## src/rtl/spi_ram_pkg.sv

```systemverilog
// Shared command encoding and field widths for the SPI-attached RAM controller.
package spi_ram_pkg;
  localparam int CMD_W     = 2;
  localparam int PAYLOAD_W = 8;
  localparam int RX_W      = CMD_W + PAYLOAD_W;

  localparam logic [CMD_W-1:0] CMD_WR_ADDR = 2'b00;
  localparam logic [CMD_W-1:0] CMD_WR_DATA = 2'b01;
  localparam logic [CMD_W-1:0] CMD_RD_ADDR = 2'b10;
  localparam logic [CMD_W-1:0] CMD_RD_DATA = 2'b11;
endpackage

```

## src/rtl/sp_ram.sv

```systemverilog
// Single-port storage array: synchronous write, synchronous read into a
// registered output that only changes when a read is issued.
module sp_ram #(
  parameter int MEM_DEPTH = 256,
  parameter int ADDR_SIZE = 8,
  parameter int DATA_W    = 8
) (
  input  logic                 clk,
  input  logic                 we,
  input  logic                 re,
  input  logic [ADDR_SIZE-1:0] addr,
  input  logic [DATA_W-1:0]    wdata,
  output logic [DATA_W-1:0]    rdata
);

  logic [DATA_W-1:0] mem [MEM_DEPTH];

  // One access per cycle; rdata holds its value between reads
  always_ff @(posedge clk) begin
    if (we)      mem[addr] <= wdata;
    else if (re) rdata     <= mem[addr];
  end

endmodule

```

## src/rtl/spi_ram_ctrl.sv

```systemverilog
// Command decoder between the SPI slave word stream and a single-port RAM.
// rx_data = {cmd[1:0], payload[7:0]}; read bytes return on tx_data/tx_valid.
// Optional build macro ADDR_AUTOINC_EN: post-increment wr_addr after each
// WR_DATA and rd_addr after each accepted RD_DATA (wrapping mod MEM_DEPTH).
module spi_ram_ctrl
  import spi_ram_pkg::*;
#(
  parameter int MEM_DEPTH = 256,
  parameter int ADDR_SIZE = 8,
  parameter int DATA_W    = 8
) (
  input  logic            clk,
  input  logic            rst_n,
  input  logic [RX_W-1:0] rx_data,
  input  logic            rx_valid,
  output logic [DATA_W-1:0] tx_data,
  output logic            tx_valid,
  output logic            cmd_err
);

  logic [CMD_W-1:0]     cmd;
  logic [PAYLOAD_W-1:0] payload;
  logic [ADDR_SIZE-1:0] wr_addr, rd_addr, ram_addr;
  logic [DATA_W-1:0]    ram_rdata;
  logic                 rd_addr_ok;
  logic                 have_read;
  logic                 do_wr, do_rd, rd_bad;

  assign cmd     = rx_data[RX_W-1 -: CMD_W];
  assign payload = rx_data[PAYLOAD_W-1:0];

  // Decode the strobe into RAM accesses and the error case
  always_comb begin
    do_wr    = rx_valid && (cmd == CMD_WR_DATA);
    do_rd    = rx_valid && (cmd == CMD_RD_DATA) && rd_addr_ok;
    rd_bad   = rx_valid && (cmd == CMD_RD_DATA) && !rd_addr_ok;
    ram_addr = do_wr ? wr_addr : rd_addr;
  end

  // Address registers and the read-address-seen flag
  always_ff @(posedge clk or negedge rst_n) begin
    if (!rst_n) begin
      wr_addr    <= '0;
      rd_addr    <= '0;
      rd_addr_ok <= 1'b0;
    end else if (rx_valid) begin
      case (cmd)
        CMD_WR_ADDR: wr_addr <= payload[ADDR_SIZE-1:0];
        CMD_RD_ADDR: begin
          rd_addr    <= payload[ADDR_SIZE-1:0];
          rd_addr_ok <= 1'b1;
        end
`ifdef ADDR_AUTOINC_EN
        CMD_WR_DATA: wr_addr <= wr_addr + ADDR_SIZE'(1);
        CMD_RD_DATA: if (rd_addr_ok) rd_addr <= rd_addr + ADDR_SIZE'(1);
`endif
        default: ;
      endcase
    end
  end

  // tx_valid is a level held until the next command; an erroring read leaves
  // it alone. have_read gates the RAM output so tx_data reads 0 until the
  // first accepted read after reset.
  always_ff @(posedge clk or negedge rst_n) begin
    if (!rst_n) begin
      tx_valid  <= 1'b0;
      have_read <= 1'b0;
      cmd_err   <= 1'b0;
    end else begin
      cmd_err <= rd_bad;
      if (do_rd) begin
        tx_valid  <= 1'b1;
        have_read <= 1'b1;
      end else if (rx_valid && !rd_bad) begin
        tx_valid  <= 1'b0;
      end
    end
  end

  // RAM output register only changes on a read, so tx_data is stable while tx_valid=1
  assign tx_data = have_read ? ram_rdata : '0;

  sp_ram #(
    .MEM_DEPTH (MEM_DEPTH),
    .ADDR_SIZE (ADDR_SIZE),
    .DATA_W    (DATA_W)
  ) u_ram (
    .clk   (clk),
    .we    (do_wr),
    .re    (do_rd),
    .addr  (ram_addr),
    .wdata (payload[DATA_W-1:0]),
    .rdata (ram_rdata)
  );

endmodule

```

## config.mk

```make
export PLATFORM = sky130hd
export DESIGN_NAME = spi_ram_ctrl
export DESIGN_NICKNAME = d
export VERILOG_FILES = /design/src/rtl/spi_ram_pkg.sv /design/src/rtl/sp_ram.sv /design/src/rtl/spi_ram_ctrl.sv
export SDC_FILE = /design/constraint.sdc
export NUM_CORES = 2
export LEC_CHECK = 0
export CAP_MARGIN = 20
export CORE_ASPECT_RATIO = 0.75
export CORE_UTILIZATION = 40
export CTS_CLUSTER_DIAMETER = 80
export DETAILED_ROUTE_END_ITERATION = 16
export DONT_BUFFER_PORTS = 1
export PLACE_DENSITY = 0.55
export SYNTH_ARGS = -nofsm -noshare
export SYNTH_HDL_FRONTEND = slang
export SYNTH_SLANG_ARGS = --single-unit
```

## constraint.sdc

```tcl
create_clock -name clk -period 7.6 [get_ports clk]
set_input_delay 0.38 -clock clk [delete_from_list [all_inputs] [get_ports clk]]
set_output_delay 0.38 -clock clk [all_outputs]
set_load 0.05 [all_outputs]
```

==> qor.csv <==
stage;metric;value;unit
logic_synthesis;syn_area_per_cell;14.1;sq um
die;number of cell rows;143;
die;core footprint;203000;sq um
place;Placed Area;84000;sq um
logic_synthesis;EDFF count, synth;2056;
layout;Final Cell Area;90700;sq um
detailed_routing;via count;50343;
logic_synthesis;Synth top cells by count;2,056 x edfxtp_1, 1,323 x nand2_1, 671 x a21oi_1;
logic_synthesis;top post-synthesis cells by area;edfxtp_1 76%, nand2_1 6.1%, a21oi_1 4.1%;
logic_synthesis;post-synthesis instance total;5800;
detailed_routing;final WL;239;mm
flow_run;# Max-Cap Violations;0;
detailed_routing;# DRC;0;
worst_setup_path;Worst path top cell family by delay;compound AO/OA/AOI/OAI gates;
cts;clock tree buffer depth;3;
global_routing;pin count of the biggest net entering global routing;259;
status;violated checks;slew limit;
cts;Clock transition at path regs;0.07;ns
worst_setup_path;Setup CP Type;flop to flop;
cts;CTS sink count;2076;
worst_setup_path;crit-path max FO;161;
worst_setup_path;Startpoint Class;flop;
sta;Final Slew Violations;29;
cts;number of post-CTS setup repair buffers;0;
hold_path;Worst Hold Class;input pin to async pin;
pwr;PD cells;288;nW/um^2
detailed_routing;drt pass-1 iters;6;
status;outcome;finished, violations left;
logic_synthesis;Seq/Total Area, Yosys;76.2;%
logic_synthesis;area leader, netlist;edfxtp_1;
die;Ports;23;
sta;Min Clock Period, post-route;5.10;ns
logic_synthesis;FF+latch count, synth;2076;
sta;Setup-failing EPs final;0;
pwr;worst-case vdd ir drop;0.253;mV
logic_synthesis;ys flop type;edfxtp_1;
logic_synthesis;share of the synthesized area in the top cell type;75.6;%
layout;area grow syn2layout;11.1;%
sta;Slew @ Worst Pin;1.51;ns
layout;fraction of layout cells with a size suffix above 1;7.41;%
pwr;Design Power;26100;uW
die;Die W;524;um
sta;Hold Violations, Final;0;
sta;Final Cycle Share;67.1;%
cts;H-Tree Depth;4;
sta;clock skew;0.0444;ns
cts;CTS Buf Count;191;
logic_synthesis;post-synth net total;5813;
cts;clk root buf;clkbuf_16;
global_routing;total grt overflow;0;
logic_synthesis;Async SR Flop Fraction;0.963;%
cts;worst skew pair latency;0.84;ns
cts;CTS tree;done;
layout;Inserted Diodes;0;
logic_synthesis;Yosys warning total;0;
layout;Layout Utilization;44.7;%
place;gpl congestion;0.911;
detailed_routing;post-route antenna net violation count;0;
worst_setup_path;Critical Path, Cell by Cell;and4b_1 > a21o_4 > buf_12 > mux2i_1 > a221oi_1 > a21oi_1 > a41oi_1 > nor4_1 > nand4_1;
detailed_routing;DR iter-0 viols;7121;
detailed_routing;via/cell ratio;5.90;
logic_synthesis;synthesized cell area;81600;sq um
die;Starting Density;40.3;%
logic_synthesis;count leader, synth;edfxtp_1;
place;I/O Buffers;0;
pwr;leakage;0.0286;uW
place;DPL Wire Length;137;mm
sta;Relative slew margins;-0.594;%
sta;Final TNS setup;0;ns
logic_synthesis;synth unique cells;53;
global_routing;vias in the first global route;45995;
die;Die ar.;206000;sq um
detailed_routing;DR WL/cell;28.0;um
sta;fmax;0.196;GHz
die;Die Y;393;um
worst_setup_path;Worst path max stage delay;0.78;ns
worst_setup_path;CP endpoint kind;flop;
worst_setup_path;Critical Path AT;5.64;ns
sta;final worst slack;2.50;ns
global_routing;Global Route Usage Sum;22.9;%
global_routing;initial antenna violation count;6;
worst_setup_path;Critical Path RT;8.14;ns
sta;unrepaired setup endpoints after global routing;no;
worst_setup_path;WP buf/inv;1;
worst_setup_path;critical path's slowest cell;nor4_1;
place;dpl ws;2.61;ns
global_routing;first-pass GRT wire length;341;mm
layout;Post-layout nets;5704;
## where the power goes
| part | switching [uW] | total, uW | internal, uW |
|---|---|---|---|
| sequential | 42.1 | 12700 | 12600 |
| combinational | 2980 | 3930 | 951 |
| clock | 4330 | 9540 | 5210 |
| total | 7350 | 26100 | 18800 |
## per-stage QoR
stage	std cells	hold slack [ns]
floorplan	5800	0.0844
detailed placement	8144	0.0862
finish	8537	0.0694
global placement	8137	0.0863
CTS	8518	0.00471
global route	8537	0.0645
## cell usage in the layout, fill, tap and decap left out, types with 15 or more instances in the layout
master,netlist,final
clkinv_2,0,41
buf_4,14,52
dfrtp_1,20,20
edfxtp_1,2056,2056
a221oi_1,109,109
clkbuf_1,193,56
buf_12,0,15
mux2_2,19,18
nand4_1,93,93
a22oi_1,122,122
nand3_1,205,204
clkinv_1,0,34
nor4_1,18,18
a41o_1,15,15
o2111ai_1,40,40
a41oi_1,24,24
clkbuf_16,0,192
a32oi_1,145,145
bufinv_16,0,15
a21oi_1,671,671
nand2_1,1323,1320
nor2_1,290,282
mux2i_1,132,129
## kinds of logic (layout without fill, tap and decap cells)
group	Yosys count	count (layout)	synth area share, %
AOI/OAI and AO/OA	1164	1164	9.18
and+or+nand+nor	1978	1978	9.96
buffers and inverters	413	468	2.26
muxes	169	169	2.34
DFF	2076	2076	76.2
## flip-flops by register name (all words and copies together), names as in the netlist
register and count:
cmd_err 1, u_ram.rdata 8, have_read 1, rd_addr_ok 1, wr_addr 8, rd_addr 8, u_ram.mem 2048, tx_valid 1
## worst register-to-register path, cell delays in order, from the launching register on
cell and delay [ns]:
dfrtp_1 0.60, and4b_1 0.53, a21o_4 0.54, buf_12 0.63, mux2i_1 0.44, a221oi_1 0.10
a21oi_1 0.63, a41oi_1 0.38, nor4_1 0.78, nand4_1 0.17
## path summary, 6_finish.rpt
check | from | to | slack (ns) | cells after the start
max in group asynchronous | rst_n | have_read | 7.37 | 3
setup / recovery | wr_addr[1] | u_ram.rdata[3] | 2.50 | 9
setup reg to reg | wr_addr[1] | u_ram.rdata[3] | 2.50 | 9
hold / removal | rst_n | tx_valid | 0.07 | 3
hold reg to reg | rd_addr_ok | cmd_err | 0.47 | 1
min in group clk | rx_valid | rd_addr_ok | 0.14 | 2
## metal layers
layer | global-route usage [%] | share of wire (%)
met1 | 36.6 | 46
met2 | 30.9 | 41
met3 | 5.11 | 11
met4 | 5.65 | 2.1
met5 | 0 | 0.0071
## timing repair
item,4_1_cts,5_1_grt
gates resized for setup,0,0
hold buffers,17,3
hold endpoints to repair,2091,114
## layout make-up
| type | count | area [sq um] |
|---|---|---|
| fillers | 17928 | 112000 |
| flip-flops and latches | 2076 | 62200 |
| multi-input cells | 3311 | 17700 |
| clock buffers | 249 | 5030 |
| well taps | 2682 | 3360 |
| repair buffers | 105 | 1290 |
| clock inverters | 108 | 1050 |
| inverters | 6 | 22.5 |
No activity file was read; power rests on OpenSTA's default activity.
